$ cat src/rtl/key_led_pkg.sv
// rtl/key_led_pkg.sv - shared types and defaults for the key/LED controller
package key_led_pkg;

    typedef enum logic [1:0] {
        ST_IDLE    = 2'd0,
        ST_PRESSED = 2'd1,
        ST_LONG    = 2'd2
    } key_state_e;

    localparam longint unsigned HOLD_TH_DEF = 64'h0A98AC7;
    localparam int unsigned     DEB_CYC_DEF = 50000;
    localparam int unsigned     REP_PER_DEF = 4000000;

    localparam logic KEY_PRESSED = 1'b0;

endpackage

$ cat src/rtl/key_led_chan.sv
// rtl/key_led_chan.sv - one key channel: sync, debounce, press classifier, LED toggle
// Optional auto-repeat while a long press is held: KEY_LED_AUTOREP_EN
module key_led_chan
    import key_led_pkg::*;
#(
    parameter int unsigned     CNT_W   = 25,
    parameter longint unsigned HOLD_TH = HOLD_TH_DEF,
    parameter int unsigned     DEB_W   = 16,
    parameter int unsigned     DEB_CYC = DEB_CYC_DEF,
    parameter int unsigned     REP_PER = REP_PER_DEF
) (
    input  logic clk,
    input  logic rst,
    input  logic key_n,
    output logic led,
    output logic short_pulse,
    output logic long_pulse,
    output logic long_hold
);

    localparam logic [CNT_W-1:0] HOLD_LIM = CNT_W'(HOLD_TH);
    localparam logic [DEB_W-1:0] DEB_LAST = DEB_W'(DEB_CYC - 1);

    if (REP_PER == 0) begin : g_bad_rep
        $error("REP_PER must be at least 1");
    end

    logic [1:0]       sync_q, sync_d;
    logic             deb_lvl_q, deb_lvl_d;
    logic [DEB_W-1:0] deb_cnt_q, deb_cnt_d;
    key_state_e       state_q, state_d;
    logic [CNT_W-1:0] hold_cnt_q, hold_cnt_d, hold_inc;
    logic             led_q, led_d;
    logic             short_q, short_d;
    logic             long_q, long_d;
    logic             long_hold_q, long_hold_d;
    logic             key_s, press_evt, rel_evt;

`ifdef KEY_LED_AUTOREP_EN
    localparam int unsigned      REP_W    = $clog2(REP_PER + 1);
    localparam logic [REP_W-1:0] REP_LAST = REP_W'(REP_PER);
    logic [REP_W-1:0] rep_cnt_q, rep_cnt_d, rep_inc;
`endif

    assign key_s = sync_q[1];

    always_comb begin
        sync_d    = {sync_q[0], key_n};
        deb_lvl_d = deb_lvl_q;
        deb_cnt_d = deb_cnt_q;
        if (key_s == deb_lvl_q) begin
            deb_cnt_d = '0;
        end else if (deb_cnt_q == DEB_LAST) begin
            deb_lvl_d = key_s;
            deb_cnt_d = '0;
        end else begin
            deb_cnt_d = deb_cnt_q + 1'b1;
        end
    end

    // The FSM reacts on the same edge the debounced level flips.
    assign press_evt = (deb_lvl_d != deb_lvl_q) && (deb_lvl_d == KEY_PRESSED);
    assign rel_evt   = (deb_lvl_d != deb_lvl_q) && (deb_lvl_d != KEY_PRESSED);
    assign hold_inc  = (&hold_cnt_q) ? hold_cnt_q : hold_cnt_q + 1'b1;

    always_comb begin
        state_d     = state_q;
        hold_cnt_d  = hold_cnt_q;
        led_d       = led_q;
        short_d     = 1'b0;
        long_d      = 1'b0;
        long_hold_d = 1'b0;
`ifdef KEY_LED_AUTOREP_EN
        rep_cnt_d   = rep_cnt_q;
        rep_inc     = rep_cnt_q + 1'b1;
`endif
        case (state_q)
            ST_IDLE: begin
                if (press_evt) begin
                    state_d    = ST_PRESSED;
                    hold_cnt_d = '0;
                end
            end
            ST_PRESSED: begin
                hold_cnt_d = hold_inc;
                if (rel_evt) begin
                    state_d = ST_IDLE;
                    short_d = 1'b1;
                    led_d   = ~led_q;
                end else if (hold_inc == HOLD_LIM) begin
                    state_d = ST_LONG;
                    long_d  = 1'b1;
`ifdef KEY_LED_AUTOREP_EN
                    rep_cnt_d = '0;
`endif
                end
            end
            ST_LONG: begin
                if (rel_evt) begin
                    state_d = ST_IDLE;
                end else begin
                    long_hold_d = 1'b1;
`ifdef KEY_LED_AUTOREP_EN
                    if (rep_inc == REP_LAST) begin
                        rep_cnt_d = '0;
                        short_d   = 1'b1;
                        led_d     = ~led_q;
                    end else begin
                        rep_cnt_d = rep_inc;
                    end
`endif
                end
            end
            default: state_d = ST_IDLE;
        endcase
    end

    always_ff @(posedge clk or posedge rst) begin
        if (rst) begin
            sync_q      <= 2'b11;
            deb_lvl_q   <= ~KEY_PRESSED;
            deb_cnt_q   <= '0;
            state_q     <= ST_IDLE;
            hold_cnt_q  <= '0;
            led_q       <= 1'b1;
            short_q     <= 1'b0;
            long_q      <= 1'b0;
            long_hold_q <= 1'b0;
`ifdef KEY_LED_AUTOREP_EN
            rep_cnt_q   <= '0;
`endif
        end else begin
            sync_q      <= sync_d;
            deb_lvl_q   <= deb_lvl_d;
            deb_cnt_q   <= deb_cnt_d;
            state_q     <= state_d;
            hold_cnt_q  <= hold_cnt_d;
            led_q       <= led_d;
            short_q     <= short_d;
            long_q      <= long_d;
            long_hold_q <= long_hold_d;
`ifdef KEY_LED_AUTOREP_EN
            rep_cnt_q   <= rep_cnt_d;
`endif
        end
    end

    assign led         = led_q;
    assign short_pulse = short_q;
    assign long_pulse  = long_q;
    assign long_hold   = long_hold_q;

endmodule

$ cat src/rtl/key_led_ctrl.sv
// rtl/key_led_ctrl.sv - N independent debounced key channels with short/long press and LED toggle
// Optional auto-repeat while a long press is held: KEY_LED_AUTOREP_EN
module key_led_ctrl
    import key_led_pkg::*;
#(
    parameter int unsigned     N_KEYS  = 4,
    parameter int unsigned     CNT_W   = 25,
    parameter longint unsigned HOLD_TH = HOLD_TH_DEF,
    parameter int unsigned     DEB_W   = 16,
    parameter int unsigned     DEB_CYC = DEB_CYC_DEF,
    parameter int unsigned     REP_PER = REP_PER_DEF
) (
    input  logic              FPGA_clk,
    input  logic              rst,
    input  logic [N_KEYS-1:0] key_n,
    output logic [N_KEYS-1:0] led,
    output logic [N_KEYS-1:0] short_pulse,
    output logic [N_KEYS-1:0] long_pulse,
    output logic [N_KEYS-1:0] long_hold
);

    if (CNT_W < 64 && HOLD_TH >= (64'd1 << CNT_W)) begin : g_bad_hold
        $error("HOLD_TH does not fit in CNT_W bits");
    end

    if (DEB_CYC < 2) begin : g_bad_deb
        $error("DEB_CYC must be at least 2");
    end

    for (genvar i = 0; i < N_KEYS; i++) begin : g_chan
        key_led_chan #(
            .CNT_W   (CNT_W),
            .HOLD_TH (HOLD_TH),
            .DEB_W   (DEB_W),
            .DEB_CYC (DEB_CYC),
            .REP_PER (REP_PER)
        ) u_chan (
            .clk         (FPGA_clk),
            .rst         (rst),
            .key_n       (key_n[i]),
            .led         (led[i]),
            .short_pulse (short_pulse[i]),
            .long_pulse  (long_pulse[i]),
            .long_hold   (long_hold[i])
        );
    end

endmodule

$ cat config.mk
export PLATFORM = sky130hd
export DESIGN_NAME = key_led_ctrl
export DESIGN_NICKNAME = d
export VERILOG_FILES = /design/src/rtl/key_led_pkg.sv /design/src/rtl/key_led_chan.sv /design/src/rtl/key_led_ctrl.sv
export SDC_FILE = /design/constraint.sdc
export NUM_CORES = 1
export LEC_CHECK = 0
export ABC_AREA = 0
export ABC_CLOCK_PERIOD_IN_PS = 17690
export CELL_PAD_IN_SITES_DETAIL_PLACEMENT = 1
export CELL_PAD_IN_SITES_GLOBAL_PLACEMENT = 2
export CORE_UTILIZATION = 43
export DETAILED_ROUTE_END_ITERATION = 12
export PLACE_DENSITY = 0.87
export SETUP_SLACK_MARGIN = 0.3
export SLEW_MARGIN = 20
export SYNTH_ARGS = -nofsm -noshare
export SYNTH_HDL_FRONTEND = slang
export SYNTH_SLANG_ARGS = --single-unit
export TNS_END_PERCENT = 20
$ cat constraint.sdc
create_clock -name FPGA_clk -period 17.69 [get_ports FPGA_clk]
set_input_delay 1.769 -clock FPGA_clk [delete_from_list [all_inputs] [get_ports FPGA_clk]]
set_output_delay 1.769 -clock FPGA_clk [all_outputs]
set_load 0.02 [all_outputs]
# --- Yosys cells after proc, flatten, opt, wreduce, memory -nomap -nowiden ---
# Index checks and enable logic that the tools add are counted.
totals:
  regBits: 200
  word_cells: 196
  in_bits: 6
op_classes:
  add_sub_neg: 8
  bitwise_logic: 8
  n_mux: 76
  eq_ne: 36
  n_reduce_logical: 32
op_table:
  columns: ["cell", "count"]
  rows:
  - ["$mux 25", 8]
  - ["$pmux 25 s2", 4]
  - ["$mux 16", 8]
  - ["$add 25x1->25 const B", 4]
  - ["$eq 25x24->1 const B", 4]
  - ["$reduce_and 25->1", 4]
  - ["$add 16x1->16 const B", 4]
  - ["$eq 16x16->1 const B", 4]
  - ["$mux 1", 36]
  - ["$mux 2", 16]
  - ["$pmux 2 s3", 4]
  - ["$ne 2x1->1 const B", 8]
  - ["$reduce_and 2->1", 8]
  - ["$ne 3x1->1 const B", 4]
  - ["$reduce_and 3->1", 4]
  - ["$eq 2x1->1 const B", 4]
  - ["$eq 2x2->1 const B", 4]
  - ["$logic_and 1x1->1", 8]
  - ["$logic_not 2->1", 4]
  - ["$not 1->1", 8]
  - ["$reduce_bool 2->1", 4]
  - ["$eq 1x1->1", 4]
  - ["$ne 1x1->1", 4]

# --- Logic depth before layout (Yosys ltp) ---
logic_depth:
  ltp_word: 7
  mapped_depth: 11
  depth_no_buf: 8

# --- By module ---
# A second synthesis with hierarchy kept.
unflattened:
  cells_unflattened: 1318
  area_unflattened_um2: 11701.2
modules_own_cells:
  columns: ["module", "n_inst", "cells_each", "area_each_um2"]
  rows:
  - ["key_led_chan (g_chan[0].u_chan ...)", 3, 323, 2914.0]
  - ["key_led_chan (g_chan[3].u_chan)", 1, 349, 2959.1]

# --- Least setup slack after synthesis ---
# No wires, ideal clock.
synth_path:
  path_type: "register to register"
  startpoint: "register g_chan[1].u_chan.hold_cnt_q[0]"
  endpoint: "register g_chan[1].u_chan.state_q[1]"
  setup_slack_ns: 15.092
  setup_ns: 0.066
  arrival_ns: 2.532
  stages_incl_launch_ff: 10
  n_path_buf: 1
  t_required_ns: 17.624
  cell_sequence: "dfrtp_1 > ha_1 > and4_1 > clkbuf_1 > and4_2 > o21ai_0 > or4b_2 > a21oi_1 > and4_1 > a31o_1"
synth_via:
  elab_chain_len: 5
  elab_cells_between_ends: 6
  cone_classes: "1 x add/sub; 2 x eq/ne; 1 x mux; 2 x reduce/logical"
synth_lines:
  columns: ["item", "line_no", "source"]
  rows:
  - ["start: declaration", "key_led_chan.sv:32", "logic [CNT_W-1:0] hold_cnt_q, hold_cnt_d, hold_inc;"]
  - ["start signal: assignment", "key_led_chan.sv:137", "hold_cnt_q <= hold_cnt_d;"]
  - ["$add 25x1->25 / $reduce_and 25->1 (equally long branches)", "key_led_chan.sv:64", "assign hold_inc = (&hold_cnt_q) ? hold_cnt_q : hold_cnt_q + 1'b1;"]
  - ["$mux 25 *", "key_led_chan.sv:64", null]
  - ["$eq 25x24->1 *", "key_led_chan.sv:90", "end else if (hold_inc == HOLD_LIM) begin"]
  - ["$ne 3x1->1 (no line) *", null, null]
  - ["$reduce_and 3->1 (no line) *", null, null]
  - ["end signal: assignment", "key_led_chan.sv:136", "state_q <= state_d;"]
  - ["end: declaration", "key_led_chan.sv:31", "key_state_e state_q, state_d;"]
# Every way passes the cells marked *; elsewhere a longest branch is shown, timed or not.
# A chain may end at the register's enable or synchronous reset.

# --- Worst setup path after layout ---
layout_path:
  startpoint: "register g_chan[1].u_chan.led_q"
  endpoint: "output port led[1]"
layout_lines:
  columns: ["item", "line_no", "source"]
  rows:
  - ["start: declaration", "key_led_chan.sv:33", "logic led_q, led_d;"]
  - ["start signal: assignment", "key_led_chan.sv:138", "led_q <= led_d;"]
  - ["end: declaration", "key_led_ctrl.sv:16", "output logic [N_KEYS-1:0] led,"]
# No word-level cell between the ends.

==> impl.org <==
** Route
- Wire segments on met2 add up to 14690 um in the final route.
- DR iter-0 viols :: 660
- Top layer reached by signal wires :: met4
- Routed wire length per instance :: 18.05 um
- Once detail routing completed, the nets flagged for antenna violations numbered 0.
- The detailed router put a total of 15420 um of wire on met1.
- The routed layout has 10267 vias.
- Pre-antenna DRT Iters :: 5
- For this run, design rule violations remaining after detail routing come to 0.
- After detailed routing, the total wire length is 31110 um.
- Metal3 WL :: 643 um
- Dividing the detail-routed via count by the number of cells gives 5.959.

** Layout
- Compared with the post-synthesis result, the final layout area differs by 7.306%.
- At the end of the flow, the number of nets in the layout was 1352.
- Cells with a size suffix above 1 make up 6.810% of the layout.
- The number of antenna diodes in the final layout is 0.
- After filler insertion, the fill cell instance count of the layout stands at 3196.

** Clock network
- Setup repair bufs after CTS :: 0
- CTS Hold Buffers Added :: 0
- The later pin in the worst-skew pair is clocked with a latency of 0.45 ns.
- Counting the buffers created by CTS gives 17.
- The tree built by TritonCTS fans out to 200 sinks.
- CTS placed an instance of sky130_fd_sc_hd__clkbuf_16 at the clock tree root.
- Maximum buffer depth of the clock tree :: 2
- The H-tree was split into 4 levels.
- Number of gates resized after CTS :: 0
- TritonCTS built the clock tree.
- After clock tree synthesis, the clock-pin slew on the worst setup and hold paths is 0.08 ns.

** Floorplan
- Once the floorplan was initialized, standard cells occupied 44.17% of the core.
- Rows :: 60
- During I/O placement, the number of pins put on the boundary was 22.
- The die covers 28510 um2.
- Area inside the core boundary :: 27100 um2
- The die is 168.9 um wide.
- The die is 168.9 um tall.

** Synthesis
- When the netlist entered floorplanning its net count stood at 1406.
- Top-area cell type share of the netlist area :: 38.46%
- Sequential area share after synthesis :: 41.97%
- Dominant combinational cell family by area after synthesis :: simple AND/OR/NAND/NOR gates
- Average size of a mapped cell :: 8.600 um2
- The synthesized netlist devotes 17.55% of its cell area to compound gates.
- In the synthesized netlist the async set-or-reset flop fraction comes to 100.0%.
- The biggest area contributor in the post-synthesis netlist is sky130_fd_sc_hd__dfrtp_1.
- Simple logic cell fraction of the synthesized area :: 27.17%
- Adder-cell share of the synthesized area :: 0.8361%
- The most used flip-flop cell after synthesis is sky130_fd_sc_hd__dfrtp_1.
- Commonest cells in the synthesized netlist :: sky130_fd_sc_hd__dfrtp_1, sky130_fd_sc_hd__nor2_1, sky130_fd_sc_hd__o21ai_0
- Synthesis Warnings :: 0
- The number of different library cells used by synthesis comes to 82.
- Top-count cell post-synth :: sky130_fd_sc_hd__dfrtp_1
- The synthesized netlist occupies a cell area of 11970 um2.
- Number of standard cells after synthesis :: 1392
- Of the post-synthesis cell area, the part taken by muxes is 1.202%.
- Main area contributors after synthesis :: sky130_fd_sc_hd__dfrtp_1, sky130_fd_sc_hd__o21ai_0, sky130_fd_sc_hd__nor2_1
- Number of synthesized register bits :: 200
- Counting flops with a built-in enable in the synthesized netlist gives 0.
- Synthesized-area fraction occupied by xor and xnor cells :: 6.584%

** Worst setup path
- The slowest stage of the critical path is the sky130_fd_sc_hd__clkdlybuf4s50_1 cell.
- Number of cells on the worst reg-to-reg path :: 7
- Flop2flop setup slack :: 14.44 ns
- Data required, critical path :: 15.92 ns
- Critical R2R Launch :: g_chan[1].u_chan.hold_cnt_q[2]
- Ordered cell list for the critical path :: clkdlybuf4s50_1
- Timing endpoint of the critical path :: led[1]
- STA classifies the critical path startpoint as a flip-flop.
- Together, buffers and inverters on the worst path number 1.
- STA classifies the critical path endpoint as an output pin.
- STA puts the critical path data arrival time at 1.59 ns.
- In this design, the stage delay of the slowest critical-path cell is 0.60 ns.
- On the critical path the largest part of the delay comes from buffers and inverters.
- Cell count along the critical path :: 1
- CP Class :: flip-flop to output pin
- In this run the worst setup path begins at g_chan[1].u_chan.led.
- In this run the worst path has a maximum fanout of 2.
- End of the worst register-to-register path :: g_chan[1].u_chan.state_q[1]

** Place
- Once detailed placement completed, the half-perimeter wirelength came to 21050 um.
- Buffers placed on the I/O ports in this run total 21.
- Placer Congestion :: 0.8520

** GRT
- After global routing the overflow that remains totals 0.
- Global-route usage over all layers :: 23.07%
- The number of global-route vias before repair is 10424.
- Global-route wire length before repair :: 53810 um
- Pin count of the biggest net entering global routing :: 140
- Number of antenna violations at the first check in global routing :: 0

** Timing
- In the final timing run, aggregate negative setup slack is 0 ns.
- The max-slew violation count was 0.
- Based on the critical path, the design can be clocked at up to 298.0 MHz.
- Setup violations remaining at the end of the flow were counted as 0.
- For the pin with the worst max-slew slack, the measured transition is 1.101 ns.
- The final hold violation count is 0.
- Worst Clk Skew :: 0.01359 ns
- Minimum clock period :: 3.356 ns
- RSZ-0062 raised after global routing :: false
- Dividing the final minimum period by the clock period gives 18.97%.
- Worst slew margin relative to its limit :: 26.60%

** Power and ir drop
- Pwr Density :: 68.45 nW/um2
- Net switching fraction of the power :: 24.30%
- Total power for the finished layout comes to 0.8793 mW.
- Cell leakage power :: 5.024 nW
- Share of total power in combinational logic :: 1.9%
- The worst-case IR drop observed on VDD is 0.06376 mV.
- Clk network pwr share :: 45.4%
- In this run, flip-flops and latches consume 52.7% of the power.
- The analysis attributes to net switching a power of 0.2137 mW.
- The internal portion of the total power is 0.6656 mW.

** Worst hold path
- The min-delay analysis places its worst path in the category flip-flop to flip-flop.

** Run
- Max-cap violations in this run came to 0.

** Status
- Status :: finished, final reports clean
flip-flops by register name (all words and copies together), names as in the netlist:
signal / flops
g_chan.u_chan.state_q: 8
g_chan.u_chan.sync_q: 8
g_chan.u_chan.deb_lvl_q: 4
g_chan.u_chan.hold_cnt_q: 100
g_chan.u_chan.deb_cnt_q: 64
g_chan.u_chan.long_pulse: 4
g_chan.u_chan.long_hold: 4
g_chan.u_chan.short_pulse: 4
g_chan.u_chan.led: 4
metal layers:
layer | vias to the layer above | track usage, %
met5 | - | 0
met4 | 0 | 5.652
met3 | 24 | 2.923
met2 | 112 | 37.50
met1 | 5215 | 32.54
li1 | 4916 | -
placed cells by master, fill, tap and decap left out, drive strengths merged, types with 40 or more instances in the layout:
cell type	count
nand2	136
o21ai	147
dfrtp	184
a21oi	50
nor2	155
xor2	45
nand4	51
nand3	82
xnor2	45
and3	40
stage by stage:
step	instance area, um2	util (%)	hold slack [ns]	cells	setup WS, ns
5_1_grt	12850	47.40	0.3613	1723	14.13
3_5_place_dp	12260	45.23	0.3468	1691	13.73
4_1_cts	12840	47.38	0.3606	1723	14.21
2_1_floorplan	11970	-	0.3452	1392	10.49
3_3_place_gp	12260	45.23	0.3468	1691	13.75
6_report	12850	47.40	0.3577	1723	14.33
power groups by stage:
stage	Combinational, mW	Clock, mW	Sequential (mW)
3_3_place_gp	0.0176	0	0.472
5_1_grt	0.0206	0.426	0.463
3_5_place_dp	0.0181	0	0.472
2_1_floorplan	0.0119	0	0.471
4_1_cts	0.0183	0.412	0.463
6_report	0.0171	0.399	0.463
worst register-to-register path, delay by kind of cell, from the launching register on:
| kind | cells | cell delay (ns) |
|---|---|---|
| DFF | 1 | 0.50 |
| and+or+nand+nor | 5 | 2.36 |
| AOI/OAI and AO/OA | 2 | 0.33 |
area by class of cell:
cell class,count,area [um2],share of cell area [%]
Clock buffer,17,425.4,3.312
Clock inverter,15,158.9,1.237
Inverter,22,95.09,0.7402
Multi-Input combinational cell,1067,6399,49.81
Sequential cell,200,5025,39.12
Tap cell,372,465.4,3.623
Timing Repair Buffer,30,277.8,2.162
logic make-up (layout without fill, tap and decap cells):
kind of cell / after synthesis / after routing
adder cells (fa/ha/maj): 8 / 8
AND/OR/NAND/NOR: 626 / 626
multiplexers: 14 / 14
XOR/XNOR: 90 / 90
buffers and inverters: 125 / 84
flip-flops: 200 / 200
AO/OA/AOI/OAI: 329 / 329
worst min path at each step:
stage	cells past startpoint	startpoint	end
finish	0	g_chan[3].u_chan.sync_q[0]	g_chan[3].u_chan.sync_q[1]
global route	0	g_chan[0].u_chan.sync_q[0]	g_chan[0].u_chan.sync_q[1]
CTS	0	g_chan[2].u_chan.sync_q[0]	g_chan[2].u_chan.sync_q[1]
detailed placement	0	g_chan[0].u_chan.sync_q[0]	g_chan[0].u_chan.sync_q[1]
global placement	0	g_chan[1].u_chan.sync_q[0]	g_chan[1].u_chan.sync_q[1]
floorplan	0	g_chan[0].u_chan.sync_q[0]	g_chan[0].u_chan.sync_q[1]
No activity file was read; power rests on OpenSTA's default activity.
